===== src/rtl/uart_autobaud_pkg.sv =====
`default_nettype none
// ---------------------------------------------------------------------------
// uart_autobaud_pkg : state encodings and 0x55 sync-frame constants
// Rev 1.0
// ---------------------------------------------------------------------------
package uart_autobaud_pkg;

    typedef enum logic [2:0] {
        ST_IDLE       = 3'd0,
        ST_WAIT_IDLE  = 3'd1,
        ST_WAIT_START = 3'd2,
        ST_MEASURE    = 3'd3,
        ST_STOP_CHK   = 3'd4,
        ST_CHECK      = 3'd5,
        ST_LOCKED     = 3'd6,
        ST_ERROR      = 3'd7
    } state_t;

    localparam logic [7:0] c_sync_char      = 8'h55;
    localparam int         c_edge_count     = 5;
    localparam int         c_interval_count = 4;

endpackage
`default_nettype wire


===== src/rtl/uart_autobaud_if.sv =====
`default_nettype none
// ---------------------------------------------------------------------------
// uart_autobaud_if : serial line, enable and divider-update signals
// Rev 1.0
// ---------------------------------------------------------------------------
interface uart_autobaud_if;
    logic        rx;
    logic        enable;
    logic        set_clock_div;
    logic [31:0] user_clock_div;
    logic        locked;
    logic        error;

    modport master (
        output rx, enable,
        input  set_clock_div, user_clock_div, locked, error
    );

    modport slave (
        input  rx, enable,
        output set_clock_div, user_clock_div, locked, error
    );
endinterface
`default_nettype wire


===== src/rtl/uart_rx_edge_detect.sv =====
`default_nettype none
// ---------------------------------------------------------------------------
// uart_rx_edge_detect : 2-flop synchroniser and falling-edge detector
// Rev 1.0
// ---------------------------------------------------------------------------
module uart_rx_edge_detect (
    input  wire logic clk,
    input  wire logic rst,
    input  wire logic i_rx,
    output logic      o_rx_sync,
    output logic      o_fall
);
    logic r_meta;
    logic r_sync;
    logic r_sync_d;

    always_ff @(posedge clk or posedge rst) begin
        if (rst) begin
            r_meta   <= 1'b0;
            r_sync   <= 1'b0;
            r_sync_d <= 1'b0;
        end else begin
            r_meta   <= i_rx;
            r_sync   <= r_meta;
            r_sync_d <= r_sync;
        end
    end

    assign o_rx_sync = r_sync;
    assign o_fall    = r_sync_d & ~r_sync;
endmodule
`default_nettype wire


===== src/rtl/uart_autobaud.sv =====
`default_nettype none
// ---------------------------------------------------------------------------
// uart_autobaud : measures 0x55 bit period and drives the UART clock divider
// Optional stop-bit check: UART_AUTOBAUD_STOP_CHECK_EN.  Rev 1.0
// ---------------------------------------------------------------------------
module uart_autobaud
    import uart_autobaud_pkg::*;
#(
    parameter int COUNTER_WIDTH   = 24,
    parameter int IDLE_CYCLES     = 1024,
    parameter int TOLERANCE_SHIFT = 2,
    parameter int MIN_DIV         = 1,
    parameter int PRESCALER_COUNT = 8
) (
    input  wire logic       clk,
    input  wire logic       rst,
    uart_autobaud_if.slave  bus
);
    localparam int c_aw        = COUNTER_WIDTH + 2;
    localparam int c_iw        = $clog2(IDLE_CYCLES + 1);
    localparam int c_div_shift = 3 + $clog2(PRESCALER_COUNT);

    localparam logic [COUNTER_WIDTH-1:0] c_cnt_max       = '1;
    localparam logic [c_iw-1:0]          c_idle_last     = c_iw'(IDLE_CYCLES - 1);
    localparam logic [c_aw-1:0]          c_min_div       = c_aw'(MIN_DIV);
    localparam logic [1:0]               c_last_interval = 2'(c_edge_count - 2);

    logic w_rx_sync;
    logic w_fall;

    uart_rx_edge_detect u_edge (
        .clk       (clk),
        .rst       (rst),
        .i_rx      (bus.rx),
        .o_rx_sync (w_rx_sync),
        .o_fall    (w_fall)
    );

    state_t                   r_state;
    logic [COUNTER_WIDTH-1:0] r_cnt;
    logic [c_iw-1:0]          r_idle_cnt;
    logic [1:0]               r_edge;
    logic [COUNTER_WIDTH-1:0] r_int [c_interval_count];
    logic                     r_set;
    logic [31:0]              r_div;
    logic                     r_locked;
    logic                     r_error;

    function automatic logic [c_aw-1:0] absdiff(input logic [c_aw-1:0] a, input logic [c_aw-1:0] b);
        return (a >= b) ? (a - b) : (b - a);
    endfunction

    logic [c_aw-1:0] w_i1, w_i2, w_i3, w_i4;
    logic [c_aw-1:0] w_tol, w_total, w_div;
    logic            w_meas_ok;

    assign w_i1      = {2'b00, r_int[0]};
    assign w_i2      = {2'b00, r_int[1]};
    assign w_i3      = {2'b00, r_int[2]};
    assign w_i4      = {2'b00, r_int[3]};
    assign w_tol     = w_i1 >> TOLERANCE_SHIFT;
    assign w_total   = w_i1 + w_i2 + w_i3 + w_i4;
    // Total spans 8 bit periods; dividing by 8*PRESCALER_COUNT gives the UART divider.
    assign w_div     = w_total >> c_div_shift;
    assign w_meas_ok = (absdiff(w_i2, w_i1) <= w_tol) &&
                       (absdiff(w_i3, w_i1) <= w_tol) &&
                       (absdiff(w_i4, w_i1) <= w_tol) &&
                       (w_div >= c_min_div);

`ifdef UART_AUTOBAUD_STOP_CHECK_EN
    logic [c_aw-1:0] w_stop_wait;
    assign w_stop_wait = (w_i1 + (w_i1 << 1)) >> 2;
`endif

    always_ff @(posedge clk or posedge rst) begin
        if (rst) begin
            r_state    <= ST_IDLE;
            r_cnt      <= '0;
            r_idle_cnt <= '0;
            r_edge     <= '0;
            for (int i = 0; i < c_interval_count; i++) r_int[i] <= '0;
            r_set      <= 1'b0;
            r_div      <= '0;
            r_locked   <= 1'b0;
            r_error    <= 1'b0;
        end else begin
            r_set   <= 1'b0;
            r_error <= 1'b0;
            if (!bus.enable) begin
                r_state  <= ST_IDLE;
                r_locked <= 1'b0;
            end else begin
                case (r_state)
                    ST_IDLE: begin
                        r_idle_cnt <= '0;
                        r_state    <= ST_WAIT_IDLE;
                    end
                    ST_WAIT_IDLE: begin
                        if (!w_rx_sync) begin
                            r_idle_cnt <= '0;
                        end else if (r_idle_cnt == c_idle_last) begin
                            r_idle_cnt <= '0;
                            r_state    <= ST_WAIT_START;
                        end else begin
                            r_idle_cnt <= r_idle_cnt + 1'b1;
                        end
                    end
                    ST_WAIT_START: begin
                        if (w_fall) begin
                            r_cnt   <= '0;
                            r_edge  <= '0;
                            r_state <= ST_MEASURE;
                        end
                    end
                    ST_MEASURE: begin
                        if (r_cnt == c_cnt_max) begin
                            r_error <= 1'b1;
                            r_state <= ST_ERROR;
                        end else if (w_fall) begin
                            // The counter started at 0 one cycle after the previous edge.
                            r_int[r_edge] <= r_cnt + 1'b1;
                            r_cnt         <= '0;
                            r_edge        <= r_edge + 1'b1;
                            if (r_edge == c_last_interval) begin
`ifdef UART_AUTOBAUD_STOP_CHECK_EN
                                r_state <= ST_STOP_CHK;
`else
                                r_state <= ST_CHECK;
`endif
                            end
                        end else begin
                            r_cnt <= r_cnt + 1'b1;
                        end
                    end
`ifdef UART_AUTOBAUD_STOP_CHECK_EN
                    ST_STOP_CHK: begin
                        if (r_cnt == c_cnt_max) begin
                            r_error <= 1'b1;
                            r_state <= ST_ERROR;
                        end else if ({2'b00, r_cnt} == w_stop_wait) begin
                            if (w_rx_sync) begin
                                r_state <= ST_CHECK;
                            end else begin
                                r_error <= 1'b1;
                                r_state <= ST_ERROR;
                            end
                        end else begin
                            r_cnt <= r_cnt + 1'b1;
                        end
                    end
`endif
                    ST_CHECK: begin
                        if (w_meas_ok) begin
                            r_set    <= 1'b1;
                            r_div    <= 32'(w_div);
                            r_locked <= 1'b1;
                            r_state  <= ST_LOCKED;
                        end else begin
                            r_error <= 1'b1;
                            r_state <= ST_ERROR;
                        end
                    end
                    ST_LOCKED: r_state <= ST_LOCKED;
                    ST_ERROR: begin
                        r_idle_cnt <= '0;
                        r_state    <= ST_WAIT_IDLE;
                    end
                    default: r_state <= ST_IDLE;
                endcase
            end
        end
    end

    assign bus.set_clock_div  = r_set;
    assign bus.user_clock_div = r_div;
    assign bus.locked         = r_locked;
    assign bus.error          = r_error;
endmodule
`default_nettype wire


===== src/flat_wrapper.sv =====
// flat-port wrapper written by rule: the top's interface ports become plain ports
module uart_autobaud_flat import uart_autobaud_pkg::*;
#(
    parameter int COUNTER_WIDTH   = 24,
    parameter int IDLE_CYCLES     = 1024,
    parameter int TOLERANCE_SHIFT = 2,
    parameter int MIN_DIV         = 1,
    parameter int PRESCALER_COUNT = 8
)
  (clk, rst, bus_rx, bus_enable, bus_set_clock_div, bus_user_clock_div, bus_locked, bus_error);
  uart_autobaud_if bus_i ();
  input  wire logic clk;
  input  wire logic rst;
  input wire logic [$bits(bus_i.rx)-1:0] bus_rx;
  input wire logic [$bits(bus_i.enable)-1:0] bus_enable;
  output wire logic [$bits(bus_i.set_clock_div)-1:0] bus_set_clock_div;
  output wire logic [$bits(bus_i.user_clock_div)-1:0] bus_user_clock_div;
  output wire logic [$bits(bus_i.locked)-1:0] bus_locked;
  output wire logic [$bits(bus_i.error)-1:0] bus_error;
  assign bus_i.rx = bus_rx;
  assign bus_i.enable = bus_enable;
  assign bus_set_clock_div = bus_i.set_clock_div;
  assign bus_user_clock_div = bus_i.user_clock_div;
  assign bus_locked = bus_i.locked;
  assign bus_error = bus_i.error;
  uart_autobaud #(.COUNTER_WIDTH(COUNTER_WIDTH), .IDLE_CYCLES(IDLE_CYCLES), .TOLERANCE_SHIFT(TOLERANCE_SHIFT), .MIN_DIV(MIN_DIV), .PRESCALER_COUNT(PRESCALER_COUNT)) u_core (.clk(clk), .rst(rst), .bus(bus_i));
endmodule

===== config.mk =====
export PLATFORM = sky130hd
export DESIGN_NAME = uart_autobaud_flat
export DESIGN_NICKNAME = d
export VERILOG_FILES = /design/src/rtl/uart_autobaud_pkg.sv /design/src/rtl/uart_autobaud_if.sv /design/src/rtl/uart_rx_edge_detect.sv /design/src/rtl/uart_autobaud.sv /design/src/flat_wrapper.sv
export SDC_FILE = /design/constraint.sdc
export NUM_CORES = 1
export LEC_CHECK = 0
export BUFFER_PORTS_ARGS = -buffer_cell sky130_fd_sc_hd__buf_2
export CORE_ASPECT_RATIO = 0.9
export CORE_MARGIN = 2
export CORE_UTILIZATION = 54
export CTS_CLUSTER_DIAMETER = 30
export DETAILED_ROUTE_END_ITERATION = 10
export PLACE_DENSITY_LB_ADDON = 0.2
export SLEW_MARGIN = 20
export SYNTH_ARGS = -nofsm -noshare
export SYNTH_HDL_FRONTEND = slang
export SYNTH_SLANG_ARGS = --single-unit

===== constraint.sdc =====
create_clock -name clk -period 7.2 [get_ports clk]
set_clock_uncertainty 0.1 [all_clocks]
set_input_delay 2.16 -clock clk [delete_from_list [all_inputs] [get_ports clk]]
set_output_delay 2.16 -clock clk [all_outputs]
set_load 0.03 [all_outputs]

==> metrics.cfg <==
[worst_setup_path]
worstSetupEndpointType=register
cp.required_ns=7.44
startpoint_type=register
crit_type=reg2reg
worstPathMaxFanout=21
arrival_ns=7.29

[placement]
gp_congestion=1.04
numPlacedInstances=2745
io_buffers=26
hpwl_um=51200

[clock_network]
clockRootBuffer=clkbuf_16
cts_tree=done
clk_pin_slew_worst_paths_ns=0.07
clk_latency_ns=0.46
clockBufferDepth=2
cts_sinks=162
numCtsBuffers=17
htreeDepth=4

[sta]
hold_violations=0
setup_tns_ns=0
max_freq_mhz=142
worst_slew_pin_slew_ns=0.976
post-route-period-util=0.980
slew_headroom=0.341
min_period_ns=7.05
slew_viol_final=0
setup_viol=0
rsz0062_at_grt=no

[yosys]
postSynth.asyncResetShare=1.00
ys_seq_area_frac=0.217
synthCells=2326
syn_area_per_cell_um2=8.03
synth_edf_count=0
yosysUniqueCellTypes=95
synth_seq_cells=162
yosys_warnings=0
syn-cell-area_um2=18700
synth-main-ff-cell=dfrtp_1

[route]
dr.pass1.iters=7
wl_per_cell_um=22.7
vias=17500
routed_via_density=6.29
antenna_left=0
drt_iter0_drc=1699
drt-total-wl_um=63200
drc=0

[status]
outcome=completed

[finish]
nNetsFinal=2602
final_cell_mix=a21oi_1, ha_1, nor2_1, inv_1, dfrtp_1
layout-drive-gt1-share=0.0682
layout_commonest_cell=a21oi_1
antenna_cells=0
layoutNonFillerInstCount=2778
final_core_util=0.583
area_growth_syn_to_layout_pct=6.20

[floorplanning]
ios=39
rows=64
die_w_um=200
core_area_um2=34000
initial_core_util=0.549
dieArea_um2=36100
die_h_um=180

[global_route]
grt_overflow=0
antenna_found_initial=0
grt_pass1_wl_um=98000
grt_max_degree=112
grt_pass1_vias=16600
gr-usage-all-layers=0.351

[flow_run]
cap_violations=0

[min_path]
hold_path.class=reg2reg

-- area by class of cell --
cell class,count,area [µm²]
Tap cell,462,578
Sequential cell,162,4060
Multi-Input combinational cell,1859,13400
Clock inverter,12,140
Timing Repair Buffer,64,428
Clock buffer,19,453
Fill cell,3206,14200
Inverter,200,762
-- Yosys cell counts (all sizes together), types with 48 or more instances --
master	number	area share
xnor2	85	0.040
nand2	145	0.029
nand3	48	0.013
o21ai	151	0.041
dfrtp	162	0.22
a21oi	298	0.080
buf	53	0.016
nor2	211	0.042
inv	197	0.040
ha	264	0.18
a21o	62	0.025
clkbuf	63	0.013
-- repair_timing --
item / 4_1_cts / 5_1_grt
gates resized for setup: 2 / 10
buffers inserted: 0 / 2
pin swaps: 0 / 1
setup endpoints to repair: 16 / 21
hold buffers: 0 / 0
-- through the flow --
| step | cell area [µm²] | setup WS (ns) | hold slack [ns] |
|---|---|---|---|
| global placement | 19200 | -0.144 | 0.232 |
| floorplan | 18700 | 0.563 | 0.231 |
| global route | 19800 | 0.00219 | 0.277 |
| detailed placement | 19200 | -0.0300 | 0.235 |
| finish | 19800 | 0.147 | 0.250 |
| CTS | 19800 | 0.0742 | 0.251 |
-- worst paths after layout --
kind | startpoint | endpoint | slack [ns] | depth (start not counted)
worst min-delay path | u_core.u_edge.r_meta | u_core.u_edge.o_rx_sync | 0.25 | 0
min in group asynchronous | rst | u_core.bus.set_clock_div | 1.75 | 2
max in group asynchronous | rst | u_core.r_int[81] | 4.02 | 3
worst min register to register | u_core.u_edge.r_meta | u_core.u_edge.o_rx_sync | 0.25 | 0
worst max-delay path | u_core.r_int[81] | u_core.bus.user_clock_div[19] | 0.15 | 24
worst max register to register | u_core.r_int[81] | u_core.bus.user_clock_div[19] | 0.15 | 24
-- state kept, by name, summed over array words and instances (netlist names), 2 cells and up --
signal / cells
u_core.r_int: 96
u_core.r_cnt: 24
u_core.bus.user_clock_div: 20
u_core.r_idle_cnt: 11
u_core.r_state: 3
u_core.r_edge: 2
-- worst max-delay path, stage by stage (launching register included) --
cell and delay [ns]:
dfrtp_2 0.51, inv_1 0.27, ha_1 0.32, a21oi_1 0.23
o21ai_1 0.15, a21o_1 0.24, a221oi_2 0.36, a21bo_1 0.37
o32ai_1 0.50, o22a_1 0.25, a21boi_1 0.32, xnor2_1 0.18
ha_1 0.28, a211o_1 0.30, a21oi_1 0.10, o21ai_0 0.13
a31o_2 0.25, a21oi_1 0.14, a31oi_1 0.20, nor4_2 0.46
buf_4 0.20, nand4_1 0.23, nor4_4 0.27, buf_12 0.23
mux2_1 0.33
-- cells by family (layout without fill, tap and decap cells) --
family                     count (synthesis)  count (layout)  synth area share
muxes                                     60              60            0.0368
adders and majority gates                294             294             0.209
other                                      1              12          0.000201
DFF                                      162             162             0.217
buffers and inverters                    316             295            0.0692
AOI/OAI and AO/OA                        741             741             0.247
and+or+nand+nor                          627             627             0.163
xor gates and xnor gates                 125             125            0.0586
-- routing by layer --
metal | global-route usage | up-vias | part of all wire
met2 | 0.512 | 727 | 0.41
met1 | 0.516 | 8479 | 0.47
met5 | 0 | - | 0
met3 | 0.0703 | 89 | 0.083
li1 | - | 8174 | -
met4 | 0.114 | 0 | 0.031
Power is left out: the tool's default activity adds up to more than one toggle a clock period on the data nets, which glitch-free logic cannot reach.
